`src/rtl/pipeline_hazard_ctrl_pkg.sv`:
```
// Shared types and encodings for the RAT pipeline hazard controller.
// Optional feature macro used by this block: HAZ_PERF_CNT_EN.
package rat_pipe_pkg;

    typedef enum logic [1:0] {
        HZ_IDLE   = 2'd0,
        HZ_DRAIN  = 2'd1,
        HZ_INJECT = 2'd2,
        HZ_VEC    = 2'd3
    } hz_state_t;

    // Register-file write-back source select encoding
    localparam logic [1:0] RF_SRC_ALU = 2'd0;
    localparam logic [1:0] RF_SRC_SCR = 2'd1;
    localparam logic [1:0] RF_SRC_SP  = 2'd2;
    localparam logic [1:0] RF_SRC_IN  = 2'd3;

    // Sources whose data is only available after EX (scratchpad read, input port)
    function automatic logic is_late_src(input logic [1:0] sel);
        return (sel == RF_SRC_SCR) || (sel == RF_SRC_IN);
    endfunction

endpackage

```
`src/rtl/pipeline_hazard_ctrl_if.sv`:
```
// Hazard controller signal bundle.
// master: pipeline side (drives stage status, receives controls).
// slave : hazard controller.
// With HAZ_PERF_CNT_EN defined the bundle also carries the perf counters.
// Handshake note: there is no valid/ready pair here; every control is a
// level that applies to the current cycle only.
interface pipeline_hazard_ctrl_if #(parameter int CNT_W = 16);
    import rat_pipe_pkg::*;

    logic [4:0] id_adr_x;
    logic [4:0] id_adr_y;
    logic       id_use_x;
    logic       id_use_y;
    logic       ex_rf_wr;
    logic [1:0] ex_rf_wr_sel;
    logic [4:0] ex_wb_addr;
    logic       ex_mem_busy;
    logic       br_mispredict;
    logic       int_req;
    logic       int_en;

    logic       pc_stall;
    logic       ifid_stall;
    logic       ifid_flush;
    logic       idex_nop;
    logic       idex_int;
    logic       int_ack;
    hz_state_t  state;
`ifdef HAZ_PERF_CNT_EN
    logic [CNT_W-1:0] stall_cnt;
    logic [CNT_W-1:0] flush_cnt;
`endif

    modport master (
        output id_adr_x, id_adr_y, id_use_x, id_use_y,
        output ex_rf_wr, ex_rf_wr_sel, ex_wb_addr, ex_mem_busy,
        output br_mispredict, int_req, int_en,
        input  pc_stall, ifid_stall, ifid_flush, idex_nop, idex_int, int_ack,
        input  state
`ifdef HAZ_PERF_CNT_EN
        , input stall_cnt, flush_cnt
`endif
    );

    modport slave (
        input  id_adr_x, id_adr_y, id_use_x, id_use_y,
        input  ex_rf_wr, ex_rf_wr_sel, ex_wb_addr, ex_mem_busy,
        input  br_mispredict, int_req, int_en,
        output pc_stall, ifid_stall, ifid_flush, idex_nop, idex_int, int_ack,
        output state
`ifdef HAZ_PERF_CNT_EN
        , output stall_cnt, flush_cnt
`endif
    );

endinterface

```
`src/rtl/pipeline_hazard_ctrl_perf_cnt.sv`:
```
// Saturating event counter used for hazard performance statistics.
module hazard_perf_cnt #(
    parameter int W = 16
) (
    input  logic         clk,
    input  logic         rst_n,
    input  logic         inc,
    output logic [W-1:0] count
);

    // Count events, sticking at all-ones
    always_ff @(posedge clk) begin
        if (!rst_n) begin
            count <= '0;
        end else if (inc && (count != {W{1'b1}})) begin
            count <= count + {{(W-1){1'b0}}, 1'b1};
        end
    end

endmodule

```
`src/rtl/pipeline_hazard_ctrl.sv`:
```
// Pipeline hazard controller: load-use stalls, mispredict flushes and
// interrupt entry sequencing (drain -> inject -> vector wait).
// Optional perf counters are built when HAZ_PERF_CNT_EN is defined.
module pipeline_hazard_ctrl
    import rat_pipe_pkg::*;
#(
    parameter int DRAIN_CYC = 2,
    parameter int VEC_WAIT  = 1,
    parameter int CNT_W     = 16
) (
    input  logic                    clk,
    input  logic                    rst_n,
    pipeline_hazard_ctrl_if.slave   hz
);

    localparam int CNT_MAX = (DRAIN_CYC > VEC_WAIT) ? DRAIN_CYC : VEC_WAIT;
    localparam int CW      = (CNT_MAX > 1) ? $clog2(CNT_MAX) : 1;
    localparam logic [CW-1:0] DRAIN_LD = CW'(DRAIN_CYC - 1);
    localparam logic [CW-1:0] VEC_LD   = CW'(VEC_WAIT - 1);
    localparam logic [CW-1:0] ONE      = CW'(1);

    hz_state_t     state;
    logic [CW-1:0] cnt;
    logic          luse;
    logic          pc_stall;
    logic          ifid_stall;
    logic          ifid_flush;
    logic          idex_nop;
    logic          idex_int;
    logic          int_ack;

    // Load-use hazard: EX result comes from a late source and ID reads it
    always_comb begin
        luse = hz.ex_rf_wr && is_late_src(hz.ex_rf_wr_sel) &&
               ((hz.id_use_x && (hz.id_adr_x == hz.ex_wb_addr)) ||
                (hz.id_use_y && (hz.id_adr_y == hz.ex_wb_addr)));
    end

    // Stage controls from current state and inputs; all forced low in reset
    always_comb begin
        pc_stall   = 1'b0;
        ifid_stall = 1'b0;
        ifid_flush = 1'b0;
        idex_nop   = 1'b0;
        idex_int   = 1'b0;
        int_ack    = 1'b0;
        if (rst_n) begin
            unique case (state)
                HZ_IDLE: begin
                    if (hz.br_mispredict) begin
                        ifid_flush = 1'b1;
                        idex_nop   = 1'b1;
                    end else if (luse) begin
                        pc_stall   = 1'b1;
                        ifid_stall = 1'b1;
                        idex_nop   = 1'b1;
                    end
                end
                HZ_DRAIN: begin
                    if (hz.br_mispredict) begin
                        ifid_flush = 1'b1;
                        idex_nop   = 1'b1;
                    end else begin
                        pc_stall   = 1'b1;
                        ifid_stall = 1'b1;
                        idex_nop   = 1'b1;
                    end
                end
                HZ_INJECT: begin
                    idex_int   = 1'b1;
                    int_ack    = 1'b1;
                    pc_stall   = 1'b1;
                    ifid_flush = 1'b1;
                end
                HZ_VEC: begin
                    ifid_flush = 1'b1;
                    idex_nop   = 1'b1;
                end
                default: ;
            endcase
        end
    end

    // Interrupt entry FSM with shared drain/vector-wait counter
    always_ff @(posedge clk) begin
        if (!rst_n) begin
            state <= HZ_IDLE;
            cnt   <= '0;
        end else begin
            unique case (state)
                HZ_IDLE: begin
                    if (hz.int_req && hz.int_en && !hz.br_mispredict) begin
                        state <= HZ_DRAIN;
                        cnt   <= DRAIN_LD;
                    end
                end
                HZ_DRAIN: begin
                    if (!hz.int_req) begin
                        state <= HZ_IDLE;
                    end else if (hz.br_mispredict) begin
                        // flushed instructions restart the drain window
                        cnt <= DRAIN_LD;
                    end else if ((cnt == '0) && !hz.ex_mem_busy) begin
                        state <= HZ_INJECT;
                    end else if (cnt != '0) begin
                        cnt <= cnt - ONE;
                    end
                end
                HZ_INJECT: begin
                    state <= HZ_VEC;
                    cnt   <= VEC_LD;
                end
                HZ_VEC: begin
                    if (cnt == '0) begin
                        state <= HZ_IDLE;
                    end else begin
                        cnt <= cnt - ONE;
                    end
                end
                default: state <= HZ_IDLE;
            endcase
        end
    end

    assign hz.pc_stall   = pc_stall;
    assign hz.ifid_stall = ifid_stall;
    assign hz.ifid_flush = ifid_flush;
    assign hz.idex_nop   = idex_nop;
    assign hz.idex_int   = idex_int;
    assign hz.int_ack    = int_ack;
    assign hz.state      = state;

`ifdef HAZ_PERF_CNT_EN
    logic stall_inc;
    logic flush_inc;

    // A stall is counted only when the load-use bubble is actually issued
    always_comb begin
        stall_inc = rst_n && (state == HZ_IDLE) && !hz.br_mispredict && luse;
        flush_inc = rst_n && hz.br_mispredict &&
                    ((state == HZ_IDLE) || (state == HZ_DRAIN));
    end

    hazard_perf_cnt #(.W(CNT_W)) u_stall_cnt (
        .clk   (clk),
        .rst_n (rst_n),
        .inc   (stall_inc),
        .count (hz.stall_cnt)
    );

    hazard_perf_cnt #(.W(CNT_W)) u_flush_cnt (
        .clk   (clk),
        .rst_n (rst_n),
        .inc   (flush_inc),
        .count (hz.flush_cnt)
    );
`endif

endmodule

```
`src/flat_wrapper.sv`:
```
// flat-port wrapper written by rule: the top's interface ports become plain ports
module pipeline_hazard_ctrl_flat import rat_pipe_pkg::*;
#(
    parameter int DRAIN_CYC = 2,
    parameter int VEC_WAIT  = 1,
    parameter int CNT_W     = 16
)
  (clk, rst_n, hz_id_adr_x, hz_id_adr_y, hz_id_use_x, hz_id_use_y, hz_ex_rf_wr, hz_ex_rf_wr_sel, hz_ex_wb_addr, hz_ex_mem_busy, hz_br_mispredict, hz_int_req, hz_int_en, hz_pc_stall, hz_ifid_stall, hz_ifid_flush, hz_idex_nop, hz_idex_int, hz_int_ack, hz_state);
  pipeline_hazard_ctrl_if #(.CNT_W(CNT_W)) hz_i ();
  input  logic clk;
  input  logic rst_n;
  input wire logic [$bits(hz_i.id_adr_x)-1:0] hz_id_adr_x;
  input wire logic [$bits(hz_i.id_adr_y)-1:0] hz_id_adr_y;
  input wire logic [$bits(hz_i.id_use_x)-1:0] hz_id_use_x;
  input wire logic [$bits(hz_i.id_use_y)-1:0] hz_id_use_y;
  input wire logic [$bits(hz_i.ex_rf_wr)-1:0] hz_ex_rf_wr;
  input wire logic [$bits(hz_i.ex_rf_wr_sel)-1:0] hz_ex_rf_wr_sel;
  input wire logic [$bits(hz_i.ex_wb_addr)-1:0] hz_ex_wb_addr;
  input wire logic [$bits(hz_i.ex_mem_busy)-1:0] hz_ex_mem_busy;
  input wire logic [$bits(hz_i.br_mispredict)-1:0] hz_br_mispredict;
  input wire logic [$bits(hz_i.int_req)-1:0] hz_int_req;
  input wire logic [$bits(hz_i.int_en)-1:0] hz_int_en;
  output wire logic [$bits(hz_i.pc_stall)-1:0] hz_pc_stall;
  output wire logic [$bits(hz_i.ifid_stall)-1:0] hz_ifid_stall;
  output wire logic [$bits(hz_i.ifid_flush)-1:0] hz_ifid_flush;
  output wire logic [$bits(hz_i.idex_nop)-1:0] hz_idex_nop;
  output wire logic [$bits(hz_i.idex_int)-1:0] hz_idex_int;
  output wire logic [$bits(hz_i.int_ack)-1:0] hz_int_ack;
  output wire logic [$bits(hz_i.state)-1:0] hz_state;
  assign hz_i.id_adr_x = hz_id_adr_x;
  assign hz_i.id_adr_y = hz_id_adr_y;
  assign hz_i.id_use_x = hz_id_use_x;
  assign hz_i.id_use_y = hz_id_use_y;
  assign hz_i.ex_rf_wr = hz_ex_rf_wr;
  assign hz_i.ex_rf_wr_sel = hz_ex_rf_wr_sel;
  assign hz_i.ex_wb_addr = hz_ex_wb_addr;
  assign hz_i.ex_mem_busy = hz_ex_mem_busy;
  assign hz_i.br_mispredict = hz_br_mispredict;
  assign hz_i.int_req = hz_int_req;
  assign hz_i.int_en = hz_int_en;
  assign hz_pc_stall = hz_i.pc_stall;
  assign hz_ifid_stall = hz_i.ifid_stall;
  assign hz_ifid_flush = hz_i.ifid_flush;
  assign hz_idex_nop = hz_i.idex_nop;
  assign hz_idex_int = hz_i.idex_int;
  assign hz_int_ack = hz_i.int_ack;
  assign hz_state = hz_i.state;
  pipeline_hazard_ctrl #(.DRAIN_CYC(DRAIN_CYC), .VEC_WAIT(VEC_WAIT), .CNT_W(CNT_W)) u_core (.clk(clk), .rst_n(rst_n), .hz(hz_i));
endmodule
```
`config.mk`:
```
export PLATFORM = sky130hd
export DESIGN_NAME = pipeline_hazard_ctrl_flat
export DESIGN_NICKNAME = d
export VERILOG_FILES = /design/src/rtl/pipeline_hazard_ctrl_pkg.sv /design/src/rtl/pipeline_hazard_ctrl_if.sv /design/src/rtl/pipeline_hazard_ctrl_perf_cnt.sv /design/src/rtl/pipeline_hazard_ctrl.sv /design/src/flat_wrapper.sv
export SDC_FILE = /design/constraint.sdc
export NUM_CORES = 1
export LEC_CHECK = 0
export BUFFER_PORTS_ARGS = -buffer_cell sky130_fd_sc_hd__buf_2
export CAP_MARGIN = 20
export CORE_AREA = 2 2 39 41
export CTS_BUF_LIST = sky130_fd_sc_hd__clkbuf_8
export CTS_CLUSTER_DIAMETER = 30
export DETAILED_ROUTE_END_ITERATION = 8
export DIE_AREA = 0 0 41 43
export SLEW_MARGIN = 20
export SYNTH_ARGS = -nofsm -noshare
export SYNTH_HDL_FRONTEND = slang
export SYNTH_SLANG_ARGS = --single-unit
```
`constraint.sdc`:
```
create_clock -name clk -period 1.7 [get_ports clk]
set_input_delay 0.17 -clock clk [delete_from_list [all_inputs] [get_ports clk]]
set_output_delay 0.17 -clock clk [all_outputs]
set_load 0.02 [all_outputs]
```
; ---- After elaboration in Yosys (flattened, before gate mapping)
; Cells that the tools add are included.
[word_totals]
out_inout_bits = 8
ff_bits = 3
[classes]
n_bitwise = 1
n_addsub = 1
mux = 27
reduce_logical = 17
eq_ne = 13
[ops]
columns = operator, count
row1 = 1-bit 2-to-1 mux, 16
row2 = 5-bit equality test, 2
row3 = 2-bit 2-to-1 mux, 5
row4 = 2-bit one-hot mux with 4 select lines, 1
row5 = 1-bit logical AND, 7
row6 = 2-bit equality test (second input constant), 3
row7 = 3-bit inequality test (second input constant), 2
row8 = 1-bit one-hot mux with 2 select lines, 3
row9 = 2-bit OR reduction, 3
row10 = 2-bit by 1-bit equality test with 1-bit output (second input constant), 2
row11 = 2-bit inequality test (second input constant), 2
row12 = 1-bit one-hot mux with 4 select lines, 1
row13 = 4-bit AND reduction, 1
row14 = 3-bit by 2-bit inequality test with 1-bit output (second input constant), 1
row15 = 1-bit one-hot mux with 3 select lines, 1
row16 = 3-bit AND reduction, 1
row17 = 1-bit zero test, 2
row18 = 2-bit zero test, 1
row19 = 1-bit logical OR, 2
row20 = 2-bit by 1-bit inequality test with 1-bit output (second input constant), 1
row21 = 1-bit inverter, 1
row22 = 1-bit subtractor (second input constant), 1

; ---- Longest topological paths before layout
; Gate-level depths: netlist of run 1.
[depth]
depth_word = 8
depth_mapped = 4
ltp_nobuf = 4

; ---- Least setup slack after synthesis of run 1
; No wires, ideal clock.
[synth_timing]
kind = reg2out
start = register (tool-made name)
end = output hz_pc_stall
path_buffers = 0
arrival_time_ns = 1.606
stages_incl_launch_ff = 5
required_time_ns = 1.530
slack_ns = -0.076
cell_sequence = dfxtp_1 > inv_1 > nor3_1 > a31oi_1 > o21ai_0
[synth_lines]
columns = item, line_no
row1 = "end, declared", flat_wrapper.sv:23  ; output wire logic [$bits(hz_i.pc_stall)-1:0] hz_pc_stall;

; ---- Worst setup path in the final report of run 1
[layout_timing]
start = input hz_ex_wb_addr[0]
end = output hz_ifid_stall
[layout_between]
elab_chain_len = 8
[layout_lines]
columns = item, line_no
row1 = "start, declared", flat_wrapper.sv:18  ; input wire logic [$bits(hz_i.ex_wb_addr)-1:0] hz_ex_wb_addr;
row2 = 5-bit equality test (on tied branches), "pipeline_hazard_ctrl.sv:35, pipeline_hazard_ctrl.sv:36"
row3 = 1-bit logical AND (on tied branches), "pipeline_hazard_ctrl.sv:35, pipeline_hazard_ctrl.sv:36"
row4 = 1-bit logical OR (*), pipeline_hazard_ctrl.sv:35  ; ((hz.id_use_x && (hz.id_adr_x == hz.ex_wb_addr)) ||
row5 = 1-bit logical AND (*), pipeline_hazard_ctrl.sv:34  ; luse = hz.ex_rf_wr && is_late_src(hz.ex_rf_wr_sel) &&
row6 = 1-bit 2-to-1 mux (*), pipeline_hazard_ctrl.sv:53  ; end else if (luse) begin
row7 = 1-bit 2-to-1 mux (*), pipeline_hazard_ctrl.sv:50  ; if (hz.br_mispredict) begin
row8 = 1-bit one-hot mux with 2 select lines (*), pipeline_hazard_ctrl.sv:48  ; unique case (state)
row9 = 1-bit 2-to-1 mux (*), pipeline_hazard_ctrl.sv:47  ; if (rst_n) begin
row10 = "end, declared", flat_wrapper.sv:24  ; output wire logic [$bits(hz_i.ifid_stall)-1:0] hz_ifid_stall;
; Every way passes the cells marked *; elsewhere a longest branch is shown, timed or not.

==> results.cfg, run 1 <==
[sta]
hold_viol = 0
post-route-min-period_ps = 1650
tightestPinTransition_ps = 312
hold_ws_ps = 238
max-slew-margin-rel_pct = 79.0
min_period_over_period_pct = 96.9
tns_ps = 0
slew_viol_final = 0
finalClockSkew_ps = 1.56
setup_viol = 0
fmax_mhz = 607

[route]
wire_per_inst_um = 10.7
detail-route-antenna-nets = 0
drt-total-wl_mm = 1.05
viasPerCell = 4.76
drc_errors = 0
drt-initial-drc-count = 7
drt_pre_antenna_iters = 4
via_count = 466

[layout]
fin_nets = 109
area_growth_pct = 71.5
layout.cells.non_filler = 98
final_common_cell = buf_2
layout_common_cells = buf_2 (32), xor2_1 (10), nor2_1 (9), inv_1 (4)
diodes = 0
nFillCells = 146
drive_gt1_share_pct = 47.6
post-route-cell-area_um2 = 579

[floorplanning]
initial_core_util_pct = 24.4
row_count = 14
fp.dieW_um = 41
dieHeight_um = 43
coreArea_um2 = 1380
dieArea_um2 = 1760
ios = 34

[power_and_ir_drop]
vdd_drop_max_mv = 0.410
power_density_nw_per_um2 = 659
p_leak_nw = 0.283

[worst_setup_path]
crit_path_end_kind = output port
path_max_fanout = 3
cp-start-kind = input pin
cp.required_ps = 1530
crit_type = in -> out
cp.arrival_ps = 1480

[synth]
ys_seq_area_share_pct = 17.8
ys_warn_count = 0
synth_seq_cells = 3
avgSynthCellArea_um2 = 7.19
synth_cell_type_count = 18
syn_nets = 73
syn_area_um2 = 338
syn_inst = 47

[run_status]
status = finished, final reports clean

[worst_hold_path]
hold_class = in -> reg

[place]
dp.cells = 94
dpl-instance-area_um2 = 515
gp_congestion = 0.718
detailed_place_hpwl_um = 795
portBuffers = 32

[clocking]
postCtsSetupBuffers = 0
tritoncts = built
clk_latency_ps = 220
cts_hold_buf = 0
numClockSinks = 3
cts_root_buf = clkbuf_8
numCtsBuffers = 3
clockBufferDepth = 2
path_clk_slew_ps = 30
htree_levels = 1

[grt]
antenna_found_initial = 0
grt_first_pass_wirelength_mm = 1.33
track_usage_pct = 11.6
grt_pass1_vias = 370
overflow = 0
grt_max_degree = 10

[run]
drv_cap = 0
## critical path, stage by stage
cell and delay [ps]:
buf_2 120, xor2_1 160, nor4_1 330, a22oi_2 170
a2111oi_4 310, buf_2 210
## per-layer routing
metal  track usage (%)  vias up  wire length [um]
met5                 0        -                 0
met4              10.0        0                14
met3              3.14        2               125
met2              19.4       32               495
met1              10.6      194               413
li1                  -      238                 -
## where the power goes
| part | total, mW | switching, mW | internal, mW |
|---|---|---|---|
| Combinational | 0.0915 | 0.0471 | 0.0443 |
| Clock | 0.213 | 0.0583 | 0.155 |
| Sequential | 0.0775 | 0.00395 | 0.0736 |
| Total | 0.382 | 0.109 | 0.273 |
## path summary, 6_finish.rpt
| check | startpoint | endpoint | slack, ps | cells after the start |
|---|---|---|---|---|
| max | hz_ex_wb_addr[0] | hz_ifid_stall | 50 | 6 |
| min | hz_int_req | u_core.cnt | 240 | 3 |
| max reg2reg | u_core.hz.state[0] | flop | 630 | 4 |
| min reg2reg | u_core.cnt | u_core.cnt | 510 | 2 |
## layout make-up
cell class                      count  area, um^2  area share [%]
Sequential cell                     3        61.3            10.6
Multi-Input combinational cell     40         282            48.6
Tap cell                           16        20.0            3.46
Clock buffer                        3        41.3            7.13
Clock inverter                      1        3.75           0.648
Inverter                            3        11.3            1.94
Timing Repair Buffer               32         160            27.6
## metrics by stage
step | setup WS, ps | power (mW) | utilization (%)
global route | -29.6 | 0.399 | 41.9
floorplan | 144 | 0.121 | -
detailed placement | -14.0 | 0.167 | 37.3
CTS | 51.0 | 0.383 | 40.5
global placement | 25.5 | 0.166 | 37.3
finish | 52.4 | 0.382 | 41.9
## cell families (layout without fill, tap and decap cells)
family,count (synthesis),in the layout,synth area share [%]
AO/OA/AOI/OAI,10,10,22.2
XOR/XNOR,10,10,25.9
buffers and inverters,4,39,5.56
flip-flops,3,3,17.8
AND/OR/NAND/NOR,20,20,28.5
## timing repair
action | 4_1_cts | 5_1_grt
hold endpoints to repair | 0 | 0
endpoints found under the setup margin | 1 | 1
pin swaps | 1 | 1
resized for setup | 0 | 3
## synthesized netlist by cell type (all sizes together)
master,number,area (um^2)
a31oi,1,6.26
a221oi,2,17.5
nor2,9,33.8
a2111oi,1,15.0
nor4,3,18.8
nand2,2,7.51
inv,3,11.3
a22oi,1,7.51
nor3,1,5.00
o21ai,3,15.0
dfxtp,3,60.1
nor4b,1,8.76
xor2,10,87.6
nor2b,2,12.5
buf,1,7.51
o32ai,1,8.76
nand3,2,10.0
a21oi,1,5.00
No activity file was read; power rests on OpenSTA's default activity.
==> inputs of run 2 (changes only) <==
--- a/config.mk
+++ b/config.mk
@@ -10,6 +10,7 @@
 export CORE_AREA = 2 2 39 41
 export CTS_BUF_LIST = sky130_fd_sc_hd__clkbuf_8
 export CTS_CLUSTER_DIAMETER = 30
+export CTS_CLUSTER_SIZE = 25
 export DETAILED_ROUTE_END_ITERATION = 8
 export DIE_AREA = 0 0 41 43
 export SLEW_MARGIN = 20
==> constraint.sdc (replaced) <==
create_clock -name clk -period 1.7 [get_ports clk]
set_input_delay 0.255 -clock clk [delete_from_list [all_inputs] [get_ports clk]]
set_output_delay 0.255 -clock clk [all_outputs]
set_load 0.02 [all_outputs]
==> run 2 against run 1 <==
  * The flow now finishes with violations (setup timing)
  * Non-clock buffer count rose by 2
  * Count of clock-buffer cells in the layout did not move
  * Utilization rose by 4.3 points
  * Worst hold slack improved by 99 ps
  * Clock power fell by 7%
==> results.cfg, run 2 (same netlist as run 1, synthesis figures left out) <==
[grt]
overflow = 0
grt_max_degree = 10
grt_first_pass_wirelength_mm = 1.30
antenna_found_initial = 0
track_usage_pct = 10.7
grt_pass1_vias = 361

[clocking]
path_clk_slew_ps = 30
tritoncts = built
numClockSinks = 3
cts_root_buf = clkbuf_8
cts_hold_buf = 0
postCtsSetupBuffers = 0
numCtsBuffers = 3
clk_latency_ps = 210
htree_levels = 1
clockBufferDepth = 2

[run_status]
violations = setup timing
status = finished, violations left

[layout]
post-route-cell-area_um2 = 639
drive_gt1_share_pct = 54.8
area_growth_pct = 89.3
seq_area_um2 = 61.3
multi_input_area_um2 = 299
fin_nets = 111
nFillCells = 136
diodes = 0
layout_common_cells = buf_2 (27), xor2_1 (9), nor2_1 (9), inv_1 (4), buf_6 (4)
layout.cells.non_filler = 100
final_common_cell = buf_2

[route]
drt-total-wl_mm = 1.04
wire_per_inst_um = 10.4
drc_errors = 0
via_count = 462
viasPerCell = 4.62
drt_pre_antenna_iters = 2
detail-route-antenna-nets = 0
drt-initial-drc-count = 3

[worst_setup_path]
reg2reg_from = u_core.hz.state[0]
cp-start-kind = input pin
path_max_fanout = 3
cpPeakStageDelay_ps = 310
crit_chain = buf_6 -> xor2_1 -> nor4_2 -> a22oi_2 -> a2111oi_2 -> buf_2
crit_path_end_kind = output port
cp.required_ps = 1440
cp.arrival_ps = 1460
worstSetupStartpoint = hz_ex_wb_addr[1]
crit_slowest_cell = nor4_2
crit_type = in -> out

[run]
drv_cap = 0

[place]
portBuffers = 32
detailed_place_hpwl_um = 790
dpl-instance-area_um2 = 531
dp.cells = 96
gp_congestion = 0.703

[sta]
max-slew-margin-rel_pct = 80.5
finalClockSkew_ps = 3.74
setup_viol = 1
min_period_over_period_pct = 101
post-route-min-period_ps = 1720
tightestPinTransition_ps = 293
fin_ws_ps = -15.8
fmax_mhz = 583
hold_viol = 0
rsz0062_at_grt = true
slew_viol_final = 0

[power_and_ir_drop]
vdd_drop_max_mv = 0.838
p_total_mw = 0.381
p_leak_nw = 0.305
power_density_nw_per_um2 = 595

[floorplanning]
fp.dieW_um = 41
dieArea_um2 = 1760
initial_core_util_pct = 24.4
row_count = 14
dieHeight_um = 43
coreArea_um2 = 1380
ios = 34

[worst_hold_path]
hold_class = in -> reg
min_from = hz_int_req
run 2: path summary, 6_finish.rpt:
| kind | endpoint | slack (ps) | cells after the start |
|---|---|---|---|
| setup / recovery | hz_ifid_stall | -20 | 6 |
| setup reg to reg | flop | 630 | 4 |
| hold / removal | u_core.cnt | 340 | 3 |
| hold reg to reg | u_core.cnt | 510 | 2 |
run 2: power breakdown:
group	leakage (nW)	switching [mW]	total, mW	internal, mW
Combinational	0.253	0.0520	0.105	0.0534
Clock	0.0269	0.0445	0.198	0.154
Sequential	0.0249	0.00369	0.0773	0.0736
Total	0.305	0.100	0.381	0.281
run 2: critical path, delay by kind of cell:
kind,cells,cell delay (ps)
compound gates,2,430
xor+xnor,1,160
buf+inv,2,310
simple gates,1,310
run 2: cell type report:
type,count,share of cell area [%]
sequential,3,9.59
clock inverter,1,0.587
clock buffer,3,6.46
timing repair buffer,34,31.7
multi-input combinational,40,46.8
inverter,3,1.76
tap,16,3.13
run 2: through the flow:
| stage | util (%) | TNS (ps) | hold WS (ps) | setup WS [ps] |
|---|---|---|---|---|
| final | 46.2 | -15.8 | 338 | -15.8 |
| after global placement | 38.3 | -181 | 501 | -134 |
| after CTS | 42.5 | -100 | 337 | -77.0 |
| after detailed placement | 38.3 | -243 | 511 | -139 |
| after global routing | 46.2 | -199 | 341 | -135 |
| after floorplan | - | -4.43 | 419 | -4.43 |
run 2: routing by layer:
layer / share of wire, % / routed length (um) / track usage (%) / vias to the layer above
met5: 0 / 0 / 0 / -
met4: 0 / 0 / 2.00 / 0
met3: 12 / 126 / 4.71 / 0
met2: 49 / 510 / 18.8 / 28
met1: 39 / 403 / 11.3 / 192
li1: - / - / - / 242
run 2: repair_timing:
action                     CTS  global route
setup endpoints to repair    3             3
cloned                       0             0
hold endpoints to repair     0             0
resized for setup            4            11
pin swaps                    4             5
